$ cat src/rtl/clk_div_pkg.sv
// clk_div_pkg: shared widths and reset defaults for the multi-channel clock divider.
// Revision 1.0
`default_nettype none

package clk_div_pkg;

  localparam int          WR_CH_W         = 3;
  localparam int unsigned DEF_DIV_DEFAULT = 32'd49_999_999;

endpackage

`default_nettype wire

$ cat src/rtl/clk_div_multi_if.sv
// clk_div_multi_if: control/status bundle of the multi-channel clock divider.
// Revision 1.0
`default_nettype none

interface clk_div_multi_if #(
  parameter int NCH   = 4,
  parameter int CNT_W = 26
);
  import clk_div_pkg::*;

  logic [NCH-1:0]     en;
  logic               sync;
  logic               wr_en;
  logic [WR_CH_W-1:0] wr_ch;
  logic [CNT_W-1:0]   wr_div;
  logic [NCH-1:0]     tick;
  logic [NCH-1:0]     clk_out;
  logic [NCH-1:0]     busy;

  modport master (
    output en, sync, wr_en, wr_ch, wr_div,
    input  tick, clk_out, busy
  );

  modport slave (
    input  en, sync, wr_en, wr_ch, wr_div,
    output tick, clk_out, busy
  );

endinterface

`default_nettype wire

$ cat src/rtl/clk_div_chan.sv
// clk_div_chan: one divider channel - counter, shadow divisor, tick pulse and toggle output.
// Revision 1.0
`default_nettype none

module clk_div_chan
  import clk_div_pkg::*;
#(
  parameter int          CNT_W   = 26,
  parameter int unsigned DEF_DIV = DEF_DIV_DEFAULT
) (
  input  wire logic             clk,
  input  wire logic             rst_n,
  input  wire logic             en_i,
  input  wire logic             sync_i,
  input  wire logic             wr_i,
  input  wire logic [CNT_W-1:0] wr_div_i,
  output logic                  tick_o,
  output logic                  clk_out_o,
  output logic                  busy_o
);

  localparam logic [CNT_W-1:0] RST_DIV = CNT_W'(DEF_DIV);

  logic [CNT_W-1:0] c_q, c_d;
  logic [CNT_W-1:0] d_q, d_d;
  logic [CNT_W-1:0] s_q, s_d;
  logic             busy_q, busy_d;
  logic             tick_q, tick_d;
  logic             clk_out_q, clk_out_d;
  logic             w_apply;

  always_comb begin
    c_d       = c_q;
    d_d       = d_q;
    s_d       = s_q;
    busy_d    = busy_q;
    tick_d    = 1'b0;
    clk_out_d = clk_out_q;
    w_apply   = 1'b0;

    if (sync_i || !en_i) begin
      c_d       = '0;
      clk_out_d = 1'b0;
      w_apply   = 1'b1;
    end else if (c_q >= d_q) begin
      c_d       = '0;
      tick_d    = 1'b1;
      clk_out_d = ~clk_out_q;
      w_apply   = 1'b1;
    end else begin
      c_d = c_q + CNT_W'(1);
    end

    // A fresh write supersedes any pending value and waits for the next boundary.
    if (wr_i) begin
      s_d    = wr_div_i;
      busy_d = 1'b1;
    end else if (w_apply && busy_q) begin
      d_d    = s_q;
      busy_d = 1'b0;
    end
  end

  always_ff @(posedge clk or negedge rst_n) begin
    if (!rst_n) begin
      c_q       <= '0;
      d_q       <= RST_DIV;
      s_q       <= RST_DIV;
      busy_q    <= 1'b0;
      tick_q    <= 1'b0;
      clk_out_q <= 1'b0;
    end else begin
      c_q       <= c_d;
      d_q       <= d_d;
      s_q       <= s_d;
      busy_q    <= busy_d;
      tick_q    <= tick_d;
      clk_out_q <= clk_out_d;
    end
  end

  assign tick_o    = tick_q;
  assign clk_out_o = clk_out_q;
  assign busy_o    = busy_q;

endmodule

`default_nettype wire

$ cat src/rtl/clk_div_multi.sv
// clk_div_multi: NCH independent programmable dividers; top level decodes writes and fans out.
// Revision 1.0
`default_nettype none

module clk_div_multi
  import clk_div_pkg::*;
#(
  parameter int          NCH     = 4,
  parameter int          CNT_W   = 26,
  parameter int unsigned DEF_DIV = DEF_DIV_DEFAULT
) (
  input  wire logic        clk,
  input  wire logic        rst_n,
  clk_div_multi_if.slave   bus
);

  for (genvar i = 0; i < NCH; i++) begin : g_chan
    logic w_wr_sel;

    // Indices at or above NCH match no channel and are dropped.
    assign w_wr_sel = bus.wr_en && (bus.wr_ch == WR_CH_W'(i));

    clk_div_chan #(
      .CNT_W   (CNT_W),
      .DEF_DIV (DEF_DIV)
    ) u_chan (
      .clk       (clk),
      .rst_n     (rst_n),
      .en_i      (bus.en[i]),
      .sync_i    (bus.sync),
      .wr_i      (w_wr_sel),
      .wr_div_i  (bus.wr_div),
      .tick_o    (bus.tick[i]),
      .clk_out_o (bus.clk_out[i]),
      .busy_o    (bus.busy[i])
    );
  end

endmodule

`default_nettype wire

$ cat src/flat_wrapper.sv
// flat-port wrapper written by rule: the top's interface ports become plain ports
module clk_div_multi_flat import clk_div_pkg::*;
#(
  parameter int          NCH     = 4,
  parameter int          CNT_W   = 26,
  parameter int unsigned DEF_DIV = DEF_DIV_DEFAULT
)
  (clk, rst_n, bus_en, bus_sync, bus_wr_en, bus_wr_ch, bus_wr_div, bus_tick, bus_clk_out, bus_busy);
  clk_div_multi_if #(.NCH(NCH), .CNT_W(CNT_W)) bus_i ();
  input  wire logic clk;
  input  wire logic rst_n;
  input wire logic [$bits(bus_i.en)-1:0] bus_en;
  input wire logic [$bits(bus_i.sync)-1:0] bus_sync;
  input wire logic [$bits(bus_i.wr_en)-1:0] bus_wr_en;
  input wire logic [$bits(bus_i.wr_ch)-1:0] bus_wr_ch;
  input wire logic [$bits(bus_i.wr_div)-1:0] bus_wr_div;
  output wire logic [$bits(bus_i.tick)-1:0] bus_tick;
  output wire logic [$bits(bus_i.clk_out)-1:0] bus_clk_out;
  output wire logic [$bits(bus_i.busy)-1:0] bus_busy;
  assign bus_i.en = bus_en;
  assign bus_i.sync = bus_sync;
  assign bus_i.wr_en = bus_wr_en;
  assign bus_i.wr_ch = bus_wr_ch;
  assign bus_i.wr_div = bus_wr_div;
  assign bus_tick = bus_i.tick;
  assign bus_clk_out = bus_i.clk_out;
  assign bus_busy = bus_i.busy;
  clk_div_multi #(.NCH(NCH), .CNT_W(CNT_W), .DEF_DIV(DEF_DIV)) u_core (.clk(clk), .rst_n(rst_n), .bus(bus_i));
endmodule
$ cat config.mk
export PLATFORM = sky130hd
export DESIGN_NAME = clk_div_multi_flat
export DESIGN_NICKNAME = d
export VERILOG_FILES = /design/src/rtl/clk_div_pkg.sv /design/src/rtl/clk_div_multi_if.sv /design/src/rtl/clk_div_chan.sv /design/src/rtl/clk_div_multi.sv /design/src/flat_wrapper.sv
export SDC_FILE = /design/constraint.sdc
export NUM_CORES = 1
export LEC_CHECK = 0
export ABC_AREA = 0
export ABC_CLOCK_PERIOD_IN_PS = 3040
export BUFFER_PORTS_ARGS = -buffer_cell sky130_fd_sc_hd__buf_2
export CAP_MARGIN = 20
export CORE_MARGIN = 2
export CORE_UTILIZATION = 55
export DETAILED_ROUTE_END_ITERATION = 6
export GPL_TIMING_DRIVEN = 0
export PLACE_DENSITY = 0.82
export SKIP_LAST_GASP = 1
export SYNTH_ARGS = -nofsm -noshare
export SYNTH_HDL_FRONTEND = slang
export SYNTH_SLANG_ARGS = --single-unit
export TNS_END_PERCENT = 1
$ cat constraint.sdc
create_clock -name clk -period 3.04 [get_ports clk]
set_clock_uncertainty 0.2 [all_clocks]
set_input_delay 0.608 -clock clk [delete_from_list [all_inputs] [get_ports clk]]
set_output_delay 0.608 -clock clk [all_outputs]
set_load 0.02 [all_outputs]
==> impl_metrics.prom, run 1 <==
# TYPE chip_impl_metric gauge
chip_impl_metric{name="finalWorstSetupSlack",unit="ps"} -2.38
chip_impl_metric{name="fin_crit_sh",unit="%"} 100
chip_impl_metric{name="net-switching-power",unit="mW"} 3.41
chip_impl_metric{name="routedWlPerCell",unit="um"} 18.3
chip_impl_metric{name="synth_warnings",unit=""} 0
chip_impl_metric{name="power_per_cell_area",unit="nW/um^2"} 705
chip_impl_metric{name="initial_antenna_violation_count",unit=""} 5
chip_impl_metric{name="gp_congestion",unit=""} 0.827
chip_impl_info{name="failed_checks",value="negative setup slack"} 1
chip_impl_metric{name="cts_made_buffers",unit=""} 35
chip_impl_metric{name="num_rows",unit=""} 62
chip_impl_metric{name="reg2regPathDepth",unit=""} 9
chip_impl_info{name="status",value="finished with violations"} 1
chip_impl_metric{name="wl_met2",unit="um"} 16800
chip_impl_metric{name="ir_drop",unit="mV"} 0.440
chip_impl_metric{name="drcViolationCount",unit=""} 0
chip_impl_metric{name="netlist_instances",unit=""} 1380
chip_impl_metric{name="synth_sequential_area_ratio",unit="%"} 51.7
chip_impl_metric{name="maximum_count_of_clock_buffers_along_a_single_path",unit=""} 3
chip_impl_metric{name="syn_to_final_growth",unit="%"} 13.7
chip_impl_metric{name="die_height",unit="um"} 175
chip_impl_metric{name="final_core_util",unit="%"} 63.5
chip_impl_metric{name="sw_frac_of_total",unit="%"} 26.6
chip_impl_metric{name="detail_route.vias_per_cell",unit=""} 5.58
chip_impl_metric{name="comb_power_share",unit="%"} 18.4
chip_impl_metric{name="number_of_global_route_vias_before_repair",unit=""} 11200
chip_impl_metric{name="clock_latency",unit="ps"} 520
chip_impl_metric{name="static_leakage",unit="nW"} 8.23
chip_impl_metric{name="cellInternalPower",unit="mW"} 9.44
chip_impl_metric{name="drtIter0Drc",unit=""} 667
chip_impl_metric{name="setup_viol_count_final",unit=""} 2
chip_impl_metric{name="cp_max_fo",unit=""} 10
chip_impl_metric{name="layout.filler_cells",unit=""} 2210
chip_impl_metric{name="dieWidth",unit="um"} 175
chip_impl_info{name="crit_path_end_kind",value="flip-flop"} 1
chip_impl_metric{name="place_inst",unit=""} 1814
chip_impl_metric{name="die_area",unit="sq um"} 30500
chip_impl_metric{name="global_route.overflow_total",unit=""} 0
chip_impl_metric{name="final_period_minus_worst_setup_slack",unit="ps"} 3040
chip_impl_metric{name="timing.fmax",unit="MHz"} 329
chip_impl_info{name="synth_top_flop_cell",value="dfrtp_1"} 1
chip_impl_metric{name="pwr-share-seq",unit="%"} 48.1
chip_impl_metric{name="synth-seq-cells",unit=""} 324
chip_impl_metric{name="routed-via-count",unit=""} 10500
chip_impl_metric{name="cts.htree.levels",unit=""} 2
chip_impl_info{name="tritoncts_clock_tree",value="done"} 1
chip_impl_metric{name="min_delay_path_depth",unit=""} 2
chip_impl_metric{name="clkPwrFrac",unit="%"} 33.4
chip_impl_metric{name="grt_usage",unit="%"} 23.4
chip_impl_metric{name="asyncSetResetFlopFracSynth",unit="%"} 100
chip_impl_info{name="unrepaired_setup_endpoints_after_global_routing",value="true"} 1
chip_impl_metric{name="cp.arrival",unit="ps"} 3230
chip_impl_metric{name="worst_slew_pin_slew",unit="ps"} 1000
chip_impl_metric{name="start_util",unit="%"} 55.9
chip_impl_metric{name="clock_pin_transition_on_the_worst_setup_and_hold_timing_paths",unit="ps"} 60
chip_impl_metric{name="timing.setup.tns",unit="ps"} -3.32
chip_impl_metric{name="coreArea",unit="sq um"} 28700
chip_impl_metric{name="wl_met1",unit="um"} 15000
chip_impl_metric{name="final_net_count",unit=""} 1624
chip_impl_metric{name="synth-edff-count",unit=""} 0
chip_impl_metric{name="final_cell_count_no_fill",unit=""} 1890
chip_impl_metric{name="max_cap_violations",unit=""} 0
chip_impl_metric{name="ios",unit=""} 49
chip_impl_metric{name="syn-cell-area",unit="sq um"} 16000
chip_impl_metric{name="clock_sink_count",unit=""} 324
chip_impl_metric{name="cp_data_required_time",unit="ps"} 3230
chip_impl_info{name="setup.worst_path.class",value="reg2reg"} 1
chip_impl_metric{name="synthDistinctLibCells",unit=""} 50
chip_impl_metric{name="numPortBuffers",unit=""} 48
chip_impl_metric{name="hold_violations",unit=""} 0
chip_impl_info{name="setup.worst_path.start_class",value="flip-flop"} 1
chip_impl_metric{name="met3_length",unit="um"} 1710
chip_impl_info{name="cts.root.buffer_cell",value="clkbuf_16"} 1
chip_impl_info{name="route.top_layer_used",value="met5"} 1
chip_impl_metric{name="worst_slew_margin",unit="%"} 32.9
chip_impl_metric{name="syn-mean-instance-area",unit="sq um"} 11.6
chip_impl_info{name="hold_path.class",value="in2reg"} 1
chip_impl_metric{name="layout-drive-gt1-share",unit="%"} 32.6
chip_impl_metric{name="detailedRoute.firstPassIterationCount",unit=""} 6
chip_impl_metric{name="finalPower",unit="mW"} 12.9
chip_impl_metric{name="routed_wl",unit="um"} 34600
chip_impl_metric{name="detailed_place_hpwl",unit="um"} 23200
chip_impl_metric{name="wire_length_of_the_first_global_routing_pass",unit="um"} 56800
chip_impl_metric{name="maxSlewViolCount",unit=""} 0
chip_impl_metric{name="synthesis.nets",unit=""} 1525
chip_impl_metric{name="ant_nets",unit=""} 0
chip_impl_metric{name="grt_max_degree",unit=""} 128
power by group through the flow:
stage	Combinational [mW]	Clock (mW)	Sequential (mW)
floorplan	1.69	0	6.04
global placement	2.09	0	6.17
detailed placement	2.26	0	6.24
CTS	2.36	4.37	6.18
global route	2.69	4.55	6.30
finish	2.37	4.29	6.19
through the flow:
step,hold slack (ps),setup WS (ps),area [sq um]
floorplan,112,155,16000
global placement,261,-4620,16800
CTS,132,-69.0,18100
finish,150,-2.38,18200
detailed placement,271,-313,16800
global route,145,-129,18200
kinds of logic after synthesis:
family	Yosys count	synth area share (%)
mux	208	14.6
compound gates	98	4.14
flops	324	51.7
xor+xnor	96	5.24
simple gates	377	11.2
fa+ha+maj	108	8.42
buf+inv	169	4.67
worst max-delay path, cell delays in order (launching register included):
cell	delay, ps
dfstp_2	540
inv_1	50
ha_1	310
nand4_1	280
nor2_1	120
a211oi_2	280
nand3_1	220
o211ai_4	370
buf_6	220
mux2_1	330
timing repair:
item | 4_1_cts | 5_1_grt
resized for setup | 9 | 16
pin swaps | 6 | 7
setup endpoints to repair | 177 | 182
hold buffers | 1 | 0
buffers inserted | 10 | 3
hold endpoints to repair | 3 | 0
cells in the mapped netlist, types with 4 or more instances:
master	number	area share [%]
nand3_1	30	0.94
a21o_1	7	0.33
and3_1	25	0.98
o21ai_0	19	0.59
nand2b_1	12	0.47
clkbuf_1	20	0.47
dfstp_2	144	24
nor2_1	154	3.6
a211oi_1	4	0.19
nor2b_1	11	0.43
xnor2_1	46	2.5
and4_1	13	0.71
inv_1	119	2.8
nand2_1	65	1.5
nand4_1	35	1.4
or3_1	6	0.23
ha_1	108	8.4
buf_6	8	0.56
dfrtp_1	180	28
and2_1	9	0.35
mux2_1	31	2.2
buf_4	12	0.56
a21oi_1	41	1.3
mux2_2	177	12
xor2_1	50	2.7
nor3_1	9	0.28
buf_2	8	0.25
final timing paths:
kind	startpoint	endpoint	slack (ps)
setup / recovery	u_core.g_chan[3].u_chan.d_q[25]	u_core.g_chan[3].u_chan.d_q[18]	-2
hold / removal	bus_wr_ch[1]	u_core.g_chan[1].u_chan.busy_o	150
setup reg to reg	u_core.g_chan[3].u_chan.d_q[25]	u_core.g_chan[3].u_chan.d_q[18]	-2
hold reg to reg	u_core.g_chan[0].u_chan.s_q[24]	u_core.g_chan[0].u_chan.d_q[24]	280
max in group asynchronous	rst_n	u_core.g_chan[1].u_chan.c_q[11]	640
min in group asynchronous	rst_n	u_core.g_chan[2].u_chan.c_q[23]	530
placed cells by master (no fill, tap or decap), types with 11 or more instances in the layout:
cell and n:
nand2b_1 11, o21ai_0 19, nand2_1 65, nand4_1 35, ha_1 107, clkbuf_1 25
buf_4 24, dfrtp_1 180, nor2_1 154, inv_1 119, xnor2_1 46, and3_1 25
nand3_1 30, dfstp_2 144, nor2b_1 11, buf_2 53, mux2_1 31, xor2_1 50
and4_1 11, a21oi_1 41, clkbuf_16 37, mux2_2 177
registers in the layout, indices dropped and copies added (netlist names):
name and flops:
u_core.g_chan.u_chan.tick_o 4, u_core.g_chan.u_chan.s_q 104, u_core.g_chan.u_chan.d_q 104, u_core.g_chan.u_chan.busy_o 4
u_core.g_chan.u_chan.c_q 104, u_core.g_chan.u_chan.clk_out_o 4
routing by layer:
layer / track usage [%] / vias up
met3: 3.96 / 77
met1: 30.6 / 5333
met5: 0 / -
li1: - / 4875
met4: 7.85 / 6
met2: 39.8 / 250
final cells by class:
| type | count | area (sq um) | share of cell area [%] |
|---|---|---|---|
| clock inverters | 9 | 101 | 0.556 |
| multi-input cells | 887 | 7100 | 38.9 |
| flip-flops and latches | 324 | 8290 | 45.4 |
| well taps | 384 | 480 | 2.63 |
| repair buffers | 64 | 425 | 2.33 |
| clock buffers | 54 | 1070 | 5.87 |
| diodes | 1 | 2.50 | 0.0137 |
| inverters | 119 | 447 | 2.45 |
| plain buffers | 48 | 320 | 1.76 |
No activity file was read; power rests on OpenSTA's default activity.
==> run 2: changes to the inputs <==
--- a/config.mk
+++ b/config.mk
@@ -13,7 +13,7 @@
 export CORE_UTILIZATION = 55
 export DETAILED_ROUTE_END_ITERATION = 6
 export GPL_TIMING_DRIVEN = 0
-export PLACE_DENSITY = 0.82
+export PLACE_DENSITY_LB_ADDON = 0.15
 export SKIP_LAST_GASP = 1
 export SYNTH_ARGS = -nofsm -noshare
 export SYNTH_HDL_FRONTEND = slang
==> run 2 against run 1 <==
The flow now finishes without violations. Sequential power decreased by 0.6%. Register-to-register slack about the same. Worst setup slack improved by 5.7 ps. Combinational power decreased by 3%. Critical path type unchanged. Critical endpoint is now u_core.g_chan[2].u_chan.d_q[14]. Largest cell class unchanged.
==> impl_metrics.prom, run 2 (synthesized netlist as in run 1, its figures left out) <==
# TYPE chip_impl_metric gauge
chip_impl_info{name="status",value="completed"} 1
chip_impl_metric{name="final_cell_count_no_fill",unit=""} 1906
chip_impl_metric{name="ir_drop",unit="mV"} 0.462
chip_impl_metric{name="worst_slew_margin",unit="%"} 44.6
chip_impl_metric{name="detailedRoute.firstPassIterationCount",unit=""} 6
chip_impl_metric{name="power_per_cell_area",unit="nW/um^2"} 702
chip_impl_metric{name="wire_length_of_the_first_global_routing_pass",unit="um"} 53700
chip_impl_metric{name="numPortBuffers",unit=""} 48
chip_impl_info{name="setup.worst_path.start_class",value="flip-flop"} 1
chip_impl_metric{name="clock_latency",unit="ps"} 510
chip_impl_metric{name="routed-via-count",unit=""} 10200
chip_impl_metric{name="dieWidth",unit="um"} 175
chip_impl_metric{name="ios",unit=""} 49
chip_impl_metric{name="detailed_place_hpwl",unit="um"} 23200
chip_impl_metric{name="cp_max_fo",unit=""} 7
chip_impl_metric{name="worst_slew_pin_slew",unit="ps"} 828
chip_impl_info{name="crit_path_end_kind",value="flip-flop"} 1
chip_impl_info{name="tritoncts_clock_tree",value="done"} 1
chip_impl_metric{name="cts.htree.levels",unit=""} 2
chip_impl_metric{name="detail_route.vias_per_cell",unit=""} 5.38
chip_impl_metric{name="gp_congestion",unit=""} 0.822
chip_impl_metric{name="global_route.overflow_total",unit=""} 0
chip_impl_metric{name="initial_antenna_violation_count",unit=""} 2
chip_impl_metric{name="place_inst",unit=""} 1815
chip_impl_metric{name="final_net_count",unit=""} 1639
chip_impl_metric{name="timing.hold.ws",unit="ps"} 144
chip_impl_metric{name="num_rows",unit=""} 62
chip_impl_metric{name="finalPower",unit="mW"} 12.9
chip_impl_metric{name="timing.fmax",unit="MHz"} 329
chip_impl_metric{name="drcViolationCount",unit=""} 0
chip_impl_metric{name="coreArea",unit="sq um"} 28700
chip_impl_metric{name="final_period_minus_worst_setup_slack",unit="ps"} 3040
chip_impl_metric{name="drtIter0Drc",unit=""} 580
chip_impl_metric{name="hold_violations",unit=""} 0
chip_impl_metric{name="syn_to_final_growth",unit="%"} 14.6
chip_impl_info{name="unrepaired_setup_endpoints_after_global_routing",value="true"} 1
chip_impl_metric{name="start_util",unit="%"} 55.9
chip_impl_metric{name="layout-drive-gt1-share",unit="%"} 33.2
chip_impl_metric{name="maxSlewViolCount",unit=""} 0
chip_impl_metric{name="cts_made_buffers",unit=""} 36
chip_impl_metric{name="number_of_global_route_vias_before_repair",unit=""} 10400
chip_impl_metric{name="max_cap_violations",unit=""} 0
chip_impl_metric{name="final_core_util",unit="%"} 64.0
chip_impl_info{name="reg.largest.list",value="u_core.g_chan.u_chan.c_q: 104 flops, u_core.g_chan.u_chan.d_q: 104 flops, u_core.g_chan.u_chan.s_q: 104 flops"} 1
chip_impl_metric{name="cp.arrival",unit="ps"} 3280
chip_impl_metric{name="fin_crit_sh",unit="%"} 99.9
chip_impl_metric{name="grt_usage",unit="%"} 22.0
chip_impl_info{name="layout.cells.most_common",value="dfrtp_1"} 1
chip_impl_metric{name="ant_nets",unit=""} 0
chip_impl_info{name="hold_path.class",value="in2reg"} 1
chip_impl_metric{name="die_area",unit="sq um"} 30500
chip_impl_metric{name="routed_wl",unit="um"} 33300
chip_impl_metric{name="die_height",unit="um"} 175
chip_impl_info{name="cts.root.buffer_cell",value="clkbuf_16"} 1
chip_impl_metric{name="static_leakage",unit="nW"} 8.30
chip_impl_info{name="leading_cell_types_in_the_layout_fill_and_taps_excluded",value="dfrtp_1, mux2_2, nor2_1"} 1
chip_impl_metric{name="maximum_count_of_clock_buffers_along_a_single_path",unit=""} 3
chip_impl_metric{name="routedWlPerCell",unit="um"} 17.4
chip_impl_metric{name="setup_viol_count_final",unit=""} 0
chip_impl_metric{name="timing.setup.tns",unit="ps"} 0
chip_impl_info{name="setup.worst_path.class",value="reg2reg"} 1
chip_impl_metric{name="clock_sink_count",unit=""} 324
chip_impl_metric{name="cp_data_required_time",unit="ps"} 3280
chip_impl_metric{name="clock_pin_transition_on_the_worst_setup_and_hold_timing_paths",unit="ps"} 60
chip_impl_metric{name="grt_max_degree",unit=""} 106
-- run 2: changes by cell type in the layout (fill, tap and decap cells not counted), moves of 2 or more --
cell	delta
and4_1	+2
and4_4	-2
buf_12	-3
buf_2	+2
buf_4	+12
clkbuf_1	-3
clkbuf_16	+2
clkbuf_8	-2
clkinv_2	+4
-- run 2: path summary, 6_finish.rpt --
| kind | startpoint | endpoint | slack, ps | cells past startpoint |
|---|---|---|---|---|
| max in group asynchronous | rst_n | u_core.g_chan[1].u_chan.s_q[12] | 1050 | 4 |
| max reg2reg | u_core.g_chan[2].u_chan.d_q[19] | u_core.g_chan[2].u_chan.d_q[14] | 3 | 10 |
| min in group asynchronous | rst_n | u_core.g_chan[2].u_chan.c_q[21] | 350 | 2 |
| max | u_core.g_chan[2].u_chan.d_q[19] | u_core.g_chan[2].u_chan.d_q[14] | 3 | 10 |
| min | bus_wr_ch[1] | u_core.g_chan[1].u_chan.busy_o | 140 | 2 |
| min reg2reg | u_core.g_chan[1].u_chan.c_q[0] | u_core.g_chan[1].u_chan.c_q[0] | 280 | 1 |
-- run 2: repair_timing --
action	in CTS	in global routing
pin swaps	2	6
gates cloned	0	4
buffers inserted	1	20
gates resized for setup	2	23
setup endpoints to repair	128	193
hold buffers	1	0
hold endpoints to repair	19	0
-- run 2: metal layers --
| layer | vias up | track usage [%] | share of wire [%] |
|---|---|---|---|
| li1 | 4919 | - | - |
| met5 | - | 0 | 0 |
| met1 | 5132 | 29.8 | 45 |
| met2 | 150 | 36.9 | 49 |
| met4 | 0 | 5.56 | 1.8 |
| met3 | 45 | 3.98 | 4.5 |
-- run 2: worst max-delay path: stages (launching register included) --
cell and delay, ps:
dfstp_2 550, inv_1 50, ha_1 280, and3_1 210, and4_1 240, a32oi_1 190
nand4_1 220, o31ai_4 300, buf_4 200, clkbuf_4 200, mux2_2 340
-- run 2: final cells by class --
class,count,area (sq um)
Sequential cell,324,8290
Multi-Input combinational cell,887,7090
Inverter,119,447
Clock buffer,50,1070
Antenna cell,2,5.00
Tap cell,384,480
Buffer,48,307
Timing Repair Buffer,78,542
Clock inverter,14,150
Fill cell,2303,10300
-- run 2: power by group --
part / switching [mW] / total [mW] / leakage (nW) / internal, mW
combinational: 1.17 / 2.31 / 3.80 / 1.14
sequential: 0.464 / 6.15 / 3.90 / 5.68
clock: 1.73 / 4.44 / 0.602 / 2.71
-- run 2: per-stage QoR --
stage | area [sq um] | setup WS [ps]
4_1_cts | 18100 | -165
3_5_place_dp | 16900 | -226
3_3_place_gp | 16800 | -4880
6_report | 18400 | 3.28
2_1_floorplan | 16000 | 155
5_1_grt | 18400 | -108
